===== config.mk =====
export PLATFORM = sky130hd
export DESIGN_NAME = scp_control_unit
export DESIGN_NICKNAME = d
export VERILOG_FILES = /design/src/rtl/scp_pkg.sv /design/src/rtl/scp_decoder.sv /design/src/rtl/scp_control_unit.sv
export SDC_FILE = /design/constraint.sdc
export NUM_CORES = 1
export LEC_CHECK = 0
export ABC_AREA = 1
export CORE_AREA = 3 3 46 48
export CTS_CLUSTER_DIAMETER = 100
export CTS_CLUSTER_SIZE = 12
export DETAILED_ROUTE_END_ITERATION = 8
export DIE_AREA = 0 0 49 51
export GPL_TIMING_DRIVEN = 1
export REMOVE_ABC_BUFFERS = 1
export SLEW_MARGIN = 10
export SYNTH_ARGS = -nofsm -noshare
export SYNTH_HDL_FRONTEND = slang
export SYNTH_SLANG_ARGS = --single-unit

===== constraint.sdc =====
create_clock -name clk -period 2.1 [get_ports clk]
set_input_delay 0.315 -clock clk [delete_from_list [all_inputs] [get_ports clk]]
set_output_delay 0.315 -clock clk [all_outputs]
set_load 0.02 [all_outputs]

===== src/rtl/scp_pkg.sv =====
// Shared encodings for the SCP control path: opcodes, ALU op, write-back select and FSM states.
package scp_pkg;

  localparam logic [2:0] OP_HALT  = 3'b000;
  localparam logic [2:0] OP_LOAD  = 3'b001;
  localparam logic [2:0] OP_STORE = 3'b010;
  localparam logic [2:0] OP_ADD   = 3'b011;
  localparam logic [2:0] OP_MUL   = 3'b100;
  localparam logic [2:0] OP_AND   = 3'b101;
  localparam logic [2:0] OP_NOT   = 3'b110;
  localparam logic [2:0] OP_JZ    = 3'b111;

  // ALU op is {AndNot,AddMul}
  localparam logic [1:0] ALU_ADD = 2'b00;
  localparam logic [1:0] ALU_MUL = 2'b01;
  localparam logic [1:0] ALU_AND = 2'b10;
  localparam logic [1:0] ALU_NOT = 2'b11;

  localparam logic [1:0] WB_ACC = 2'b00;
  localparam logic [1:0] WB_MEM = 2'b01;
  localparam logic [1:0] WB_ALU = 2'b11;

  typedef enum logic [1:0] {
    ST_IDLE   = 2'b00,
    ST_RUN    = 2'b01,
    ST_DRAIN  = 2'b10,
    ST_HALTED = 2'b11
  } state_t;

  function automatic logic isAluOp(input logic [2:0] op);
    return (op == OP_ADD) || (op == OP_MUL) || (op == OP_AND) || (op == OP_NOT);
  endfunction

endpackage


===== src/rtl/scp_decoder.sv =====
// Combinational opcode-to-control table; HALT and JZ decode to NOP here, the
// control unit adds PcSel for JZ and gates everything by state and stall.
module scp_decoder
  import scp_pkg::*;
(
  input  logic [2:0] opCode,
  output logic [1:0] aluOp,
  output logic       acMem,
  output logic       loadAcc,
  output logic       memSel,
  output logic       acSel,
  output logic       wr,
  output logic       rd,
  output logic [1:0] wbSel,
  output logic       isAlu
);

  always_comb begin
    aluOp   = ALU_ADD;
    acMem   = 1'b0;
    loadAcc = 1'b0;
    memSel  = 1'b0;
    acSel   = 1'b0;
    wr      = 1'b0;
    rd      = 1'b0;
    wbSel   = WB_ACC;
    isAlu   = isAluOp(opCode);
    case (opCode)
      OP_LOAD: begin
        rd      = 1'b1;
        loadAcc = 1'b1;
        acMem   = 1'b1;
        wbSel   = WB_MEM;
      end
      OP_STORE: begin
        wr    = 1'b1;
        wbSel = WB_ACC;
      end
      OP_ADD, OP_MUL, OP_AND: begin
        acSel   = 1'b1;
        memSel  = 1'b1;
        rd      = 1'b1;
        loadAcc = 1'b1;
        acMem   = 1'b1;
        wbSel   = WB_ALU;
        aluOp   = (opCode == OP_ADD) ? ALU_ADD :
                  (opCode == OP_MUL) ? ALU_MUL : ALU_AND;
      end
      OP_NOT: begin
        acSel   = 1'b1;
        loadAcc = 1'b1;
        acMem   = 1'b1;
        wbSel   = WB_ALU;
        aluOp   = ALU_NOT;
      end
      default: ;
    endcase
  end

endmodule


===== src/rtl/scp_control_unit.sv =====
// SCP pipeline controller: run/drain/halt FSM, ALU scoreboard for JZ hazards, Z flag.
// Control outputs are combinational from state and the fetched opcode (0-cycle decode).
module scp_control_unit
  import scp_pkg::*;
#(
  parameter int DRAIN_CYCLES = 3
) (
  input  logic       clk,
  input  logic       reset,
  input  logic       start,
  input  logic [2:0] opCode,
  input  logic       AluZero,
  output logic       en,
  output logic       PcRun,
  output logic       AddMul,
  output logic       AndNot,
  output logic       AcMem,
  output logic       LoadAcc,
  output logic       MemSel,
  output logic       AcSel,
  output logic       PcSel,
  output logic       Wr,
  output logic       Rd,
  output logic [1:0] WbSel,
  output logic       halted
);

  localparam int CW = (DRAIN_CYCLES > 1) ? $clog2(DRAIN_CYCLES) : 1;

  state_t          state, stateNxt;
  logic [1:0]      sb;
  logic            zFlag;
  logic [CW-1:0]   drainCnt;

  logic [1:0] dAluOp;
  logic       dAcMem, dLoadAcc, dMemSel, dAcSel, dWr, dRd, dIsAlu;
  logic [1:0] dWbSel;

  scp_decoder uDec (
    .opCode  (opCode),
    .aluOp   (dAluOp),
    .acMem   (dAcMem),
    .loadAcc (dLoadAcc),
    .memSel  (dMemSel),
    .acSel   (dAcSel),
    .wr      (dWr),
    .rd      (dRd),
    .wbSel   (dWbSel),
    .isAlu   (dIsAlu)
  );

  logic inRun, isHalt, isJz, stall, issue, aluIssued;

  assign inRun     = (state == ST_RUN);
  assign isHalt    = (opCode == OP_HALT);
  assign isJz      = (opCode == OP_JZ);
  // A JZ must wait until every in-flight ALU op has updated Z.
  assign stall     = inRun && isJz && (sb != 2'b00);
  assign issue     = inRun && !stall && !isHalt;
  assign aluIssued = issue && dIsAlu;

  always_comb begin
    stateNxt = state;
    case (state)
      ST_IDLE:   if (start) stateNxt = ST_RUN;
      ST_RUN:    if (isHalt) stateNxt = ST_DRAIN;
      ST_DRAIN:  if (drainCnt == '0) stateNxt = ST_HALTED;
      ST_HALTED: if (start) stateNxt = ST_RUN;
      default:   stateNxt = ST_IDLE;
    endcase
  end

  always_comb begin
    en      = (state == ST_RUN) || (state == ST_DRAIN);
    halted  = (state == ST_HALTED);
    PcRun   = issue;
    AddMul  = 1'b0;
    AndNot  = 1'b0;
    AcMem   = 1'b0;
    LoadAcc = 1'b0;
    MemSel  = 1'b0;
    AcSel   = 1'b0;
    PcSel   = 1'b0;
    Wr      = 1'b0;
    Rd      = 1'b0;
    WbSel   = WB_ACC;
    if (issue) begin
      {AndNot, AddMul} = dAluOp;
      AcMem   = dAcMem;
      LoadAcc = dLoadAcc;
      MemSel  = dMemSel;
      AcSel   = dAcSel;
      Wr      = dWr;
      Rd      = dRd;
      WbSel   = dWbSel;
      PcSel   = isJz && zFlag;
    end
  end

  always_ff @(posedge clk or negedge reset) begin
    if (!reset) begin
      state    <= ST_IDLE;
      sb       <= 2'b00;
      zFlag    <= 1'b0;
      drainCnt <= '0;
    end else begin
      state <= stateNxt;
      if (en && sb[1])
        zFlag <= AluZero;
      // Restarting begins with an empty pipeline; Z survives the restart.
      if ((state == ST_IDLE || state == ST_HALTED) && stateNxt == ST_RUN)
        sb <= 2'b00;
      else if (en)
        sb <= {sb[0], aluIssued};
      if (inRun && isHalt)
        drainCnt <= CW'(DRAIN_CYCLES - 1);
      else if (state == ST_DRAIN && drainCnt != '0)
        drainCnt <= drainCnt - CW'(1);
    end
  end

endmodule


==> flow_metrics.py <==
metrics = {
    "cells_and_area": {
        "n_antenna_cell": 0,
        "nNetsFinal": 135,
        "layout-area-overhead-vs-synth_pct": 50.3,
        "layout-drive-gt1-share": 0.287,
        "fillerInstances": 203,
        "post-route-util": 0.529,
        "final_cell_mix": "19 x inv_1, 19 x nand2_1, 14 x buf_4",
    },
    "floorplan": {
        "floorplan.core_area_um2": 1750,
        "row_count": 15,
        "die_area_um2": 2500,
        "initial_standard_cell_utilization_of_the_core": 0.352,
        "fp.dieH_um": 51,
        "pin_count": 21,
        "die_w_um": 49,
    },
    "synth": {
        "ys_seq_area_frac": 0.285,
        "synth.cell_area_um2": 614,
        "syn_inst": 86,
        "ys_warn_count": 0,
        "yosysUniqueCellTypes": 23,
        "synth.ff_latch_count": 7,
        "synthesis.area_per_instance_um2": 7.14,
    },
    "setup_path": {
        "critical_path_arrival_ps": 1660,
        "critPathMostFrequentCell": "inv_1",
        "critPathTopFamily": "buffers and inverters",
        "critical_path.endpoint_type": "output pin",
        "critPathMaxFanout": 3,
        "path_buf_inv": 4,
        "critical_path.startpoint_type": "register",
        "timing.critical_path.slowest_cell_delay_ps": 370,
        "critical_path_class": "reg2out",
        "crit_chain": "inv_1 > ha_1 > inv_1 > buf_4 > nor3_1 > dlygate4sd1_1",
        "worstPathRequired_ps": 1780,
        "slowest_cell_on_the_critical_path": "dfrtp_1",
    },
    "outcome": {
        "run_status": "completed",
    },
    "clock_network": {
        "worst_skew_pair.late_latency_ps": 250,
        "clkTransAtPathRegs_ps": 50,
        "cts_made_buffers": 3,
        "cts.sink_count": 7,
        "postCtsHoldBufs": 0,
        "postCtsResizedCells": 13,
        "clock_tree_from_tritoncts": "done",
        "cts_h_tree_depth": 1,
        "cts_setup_buffers": 0,
        "root_buffer": "clkbuf_4",
        "cts_max_path_buffers": 2,
    },
    "placement": {
        "gp_routability_congestion": 0.758,
        "placement.io_buffers": 20,
        "place.detailed.hpwl_um": 1230,
    },
    "timing": {
        "final.min_clock_period_ps": 1970,
        "max-slew-margin-rel": 0.774,
        "final-setup-viol-count": 0,
        "post-route-period-util": 0.939,
        "worst_pin_slew_ps": 338,
        "final_max_slew_viol_count": 0,
        "rsz0062_at_grt": "yes",
        "hold_violations": 0,
        "timing.hold.ws_ps": 332,
        "clock_skew_ps": 3.96,
        "max_freq_mhz": 507,
    },
    "route": {
        "drt_iter0_drc": 14,
        "postRouteAntennaNets": 0,
        "number_of_vias_in_the_routed_layout": 637,
        "drt-wirelength-per-cell_um": 9.52,
        "vias_per_cell": 4.33,
        "drt_wl_total_um": 1400,
        "drt-pass1-iter-count": 4,
        "drc": 0,
    },
    "power": {
        "p_leak_nw": 0.558,
        "irDropWorstVdd_v": 0.000698,
        "power-per-cell-area_nw_per_um2": 1420,
        "totalPowerFinal_mw": 1.31,
    },
    "global_route": {
        "grt_overflow": 0,
        "grt.total_usage": 0.128,
        "grt_pass1_wl_um": 2510,
        "number_of_antenna_violations_at_the_first_check_in_global_routing": 0,
        "maximum_number_of_pins_on_one_net_before_global_route_repair": 8,
        "grt_pass1_vias": 597,
    },
    "run": {
        "drv.max_cap_violation_count": 0,
    },
    "hold_path": {
        "worstHoldPathType": "in2async",
    },
}
[registers in the layout, summed over array words and instances, names as in the netlist]
signal / cells
sb: 2
state: 2
zFlag: 1
drainCnt: 2
[worst register-to-register path, delay by kind of cell, from the launching register on]
family	cells	cell delay, ps
adder cells (fa/ha/maj)	1	340
buffers and inverters	4	400
flip-flops	1	340
AND/OR/NAND/NOR	6	440
[stage by stage]
stage	worst slack (ps)	instance area, um^2	std cells	setup TNS (ps)
global route	-51.4	923	147	-98.7
finish	128	923	147	0
global placement	-237	936	143	-2080
detailed placement	-311	936	143	-2500
floorplan	80.6	599	84	0
CTS	11.8	947	147	0
[worst paths after layout]
| check | end | slack [ps] | cells after the start | start |
|---|---|---|---|---|
| setup / recovery | LoadAcc | 130 | 6 | state[1] |
| hold / removal | state[0] | 330 | 1 | reset |
| setup reg to reg | sb[1] | 460 | 11 | state[0] |
| hold reg to reg | drainCnt[1] | 500 | 2 | drainCnt[1] |
| max in group asynchronous | drainCnt[0] | 1520 | 1 | reset |
| min in group clk | drainCnt[1] | 500 | 2 | drainCnt[1] |
[logic make-up after synthesis]
family          after synthesis  share of synthesized area
flops                         7                      0.285
buf+inv                      22                      0.147
compound gates                9                     0.0937
simple gates                 42                      0.358
xor+xnor                      1                     0.0143
fa+ha+maj                     5                      0.102
[power by group]
| group | total, mW | internal, mW | switching [mW] |
|---|---|---|---|
| clock | 0.120 | 0.0695 | 0.0500 |
| sequential | 0.240 | 0.203 | 0.0372 |
| combinational | 0.953 | 0.406 | 0.546 |
| total | 1.31 | 0.679 | 0.633 |
[cells in the mapped netlist (all sizes together)]
cell     n  area, um^2
ha       5        62.6
buf      2        15.0
nand2   23         106
o221ai   1        8.76
dfrtp    7         175
nand3    8        57.6
nand4    1        6.26
a31oi    2        12.5
xor2     1        8.76
o211ai   1        7.51
a21oi    3        15.0
nor2     8        40.0
nor3     2        10.0
o21ai    2        13.8
inv     20        75.1
[layout make-up]
class | count | area [um^2] | share of cell area
Inverter | 20 | 75.1 | 0.0813
Tap cell | 25 | 31.3 | 0.0339
Sequential cell | 7 | 175 | 0.190
Clock buffer | 3 | 22.5 | 0.0244
Clock inverter | 1 | 5.00 | 0.00542
Timing Repair Buffer | 34 | 265 | 0.287
Multi-Input combinational cell | 57 | 349 | 0.378
[per-layer routing]
metal | GRT usage | vias up | routed length (um)
met3 | 0.0496 | 0 | 60
li1 | - | 339 | -
met2 | 0.197 | 10 | 666
met1 | 0.170 | 288 | 673
met4 | 0.0284 | 0 | 0
met5 | 0 | - | 0
No activity file was read; power rests on OpenSTA's default activity.
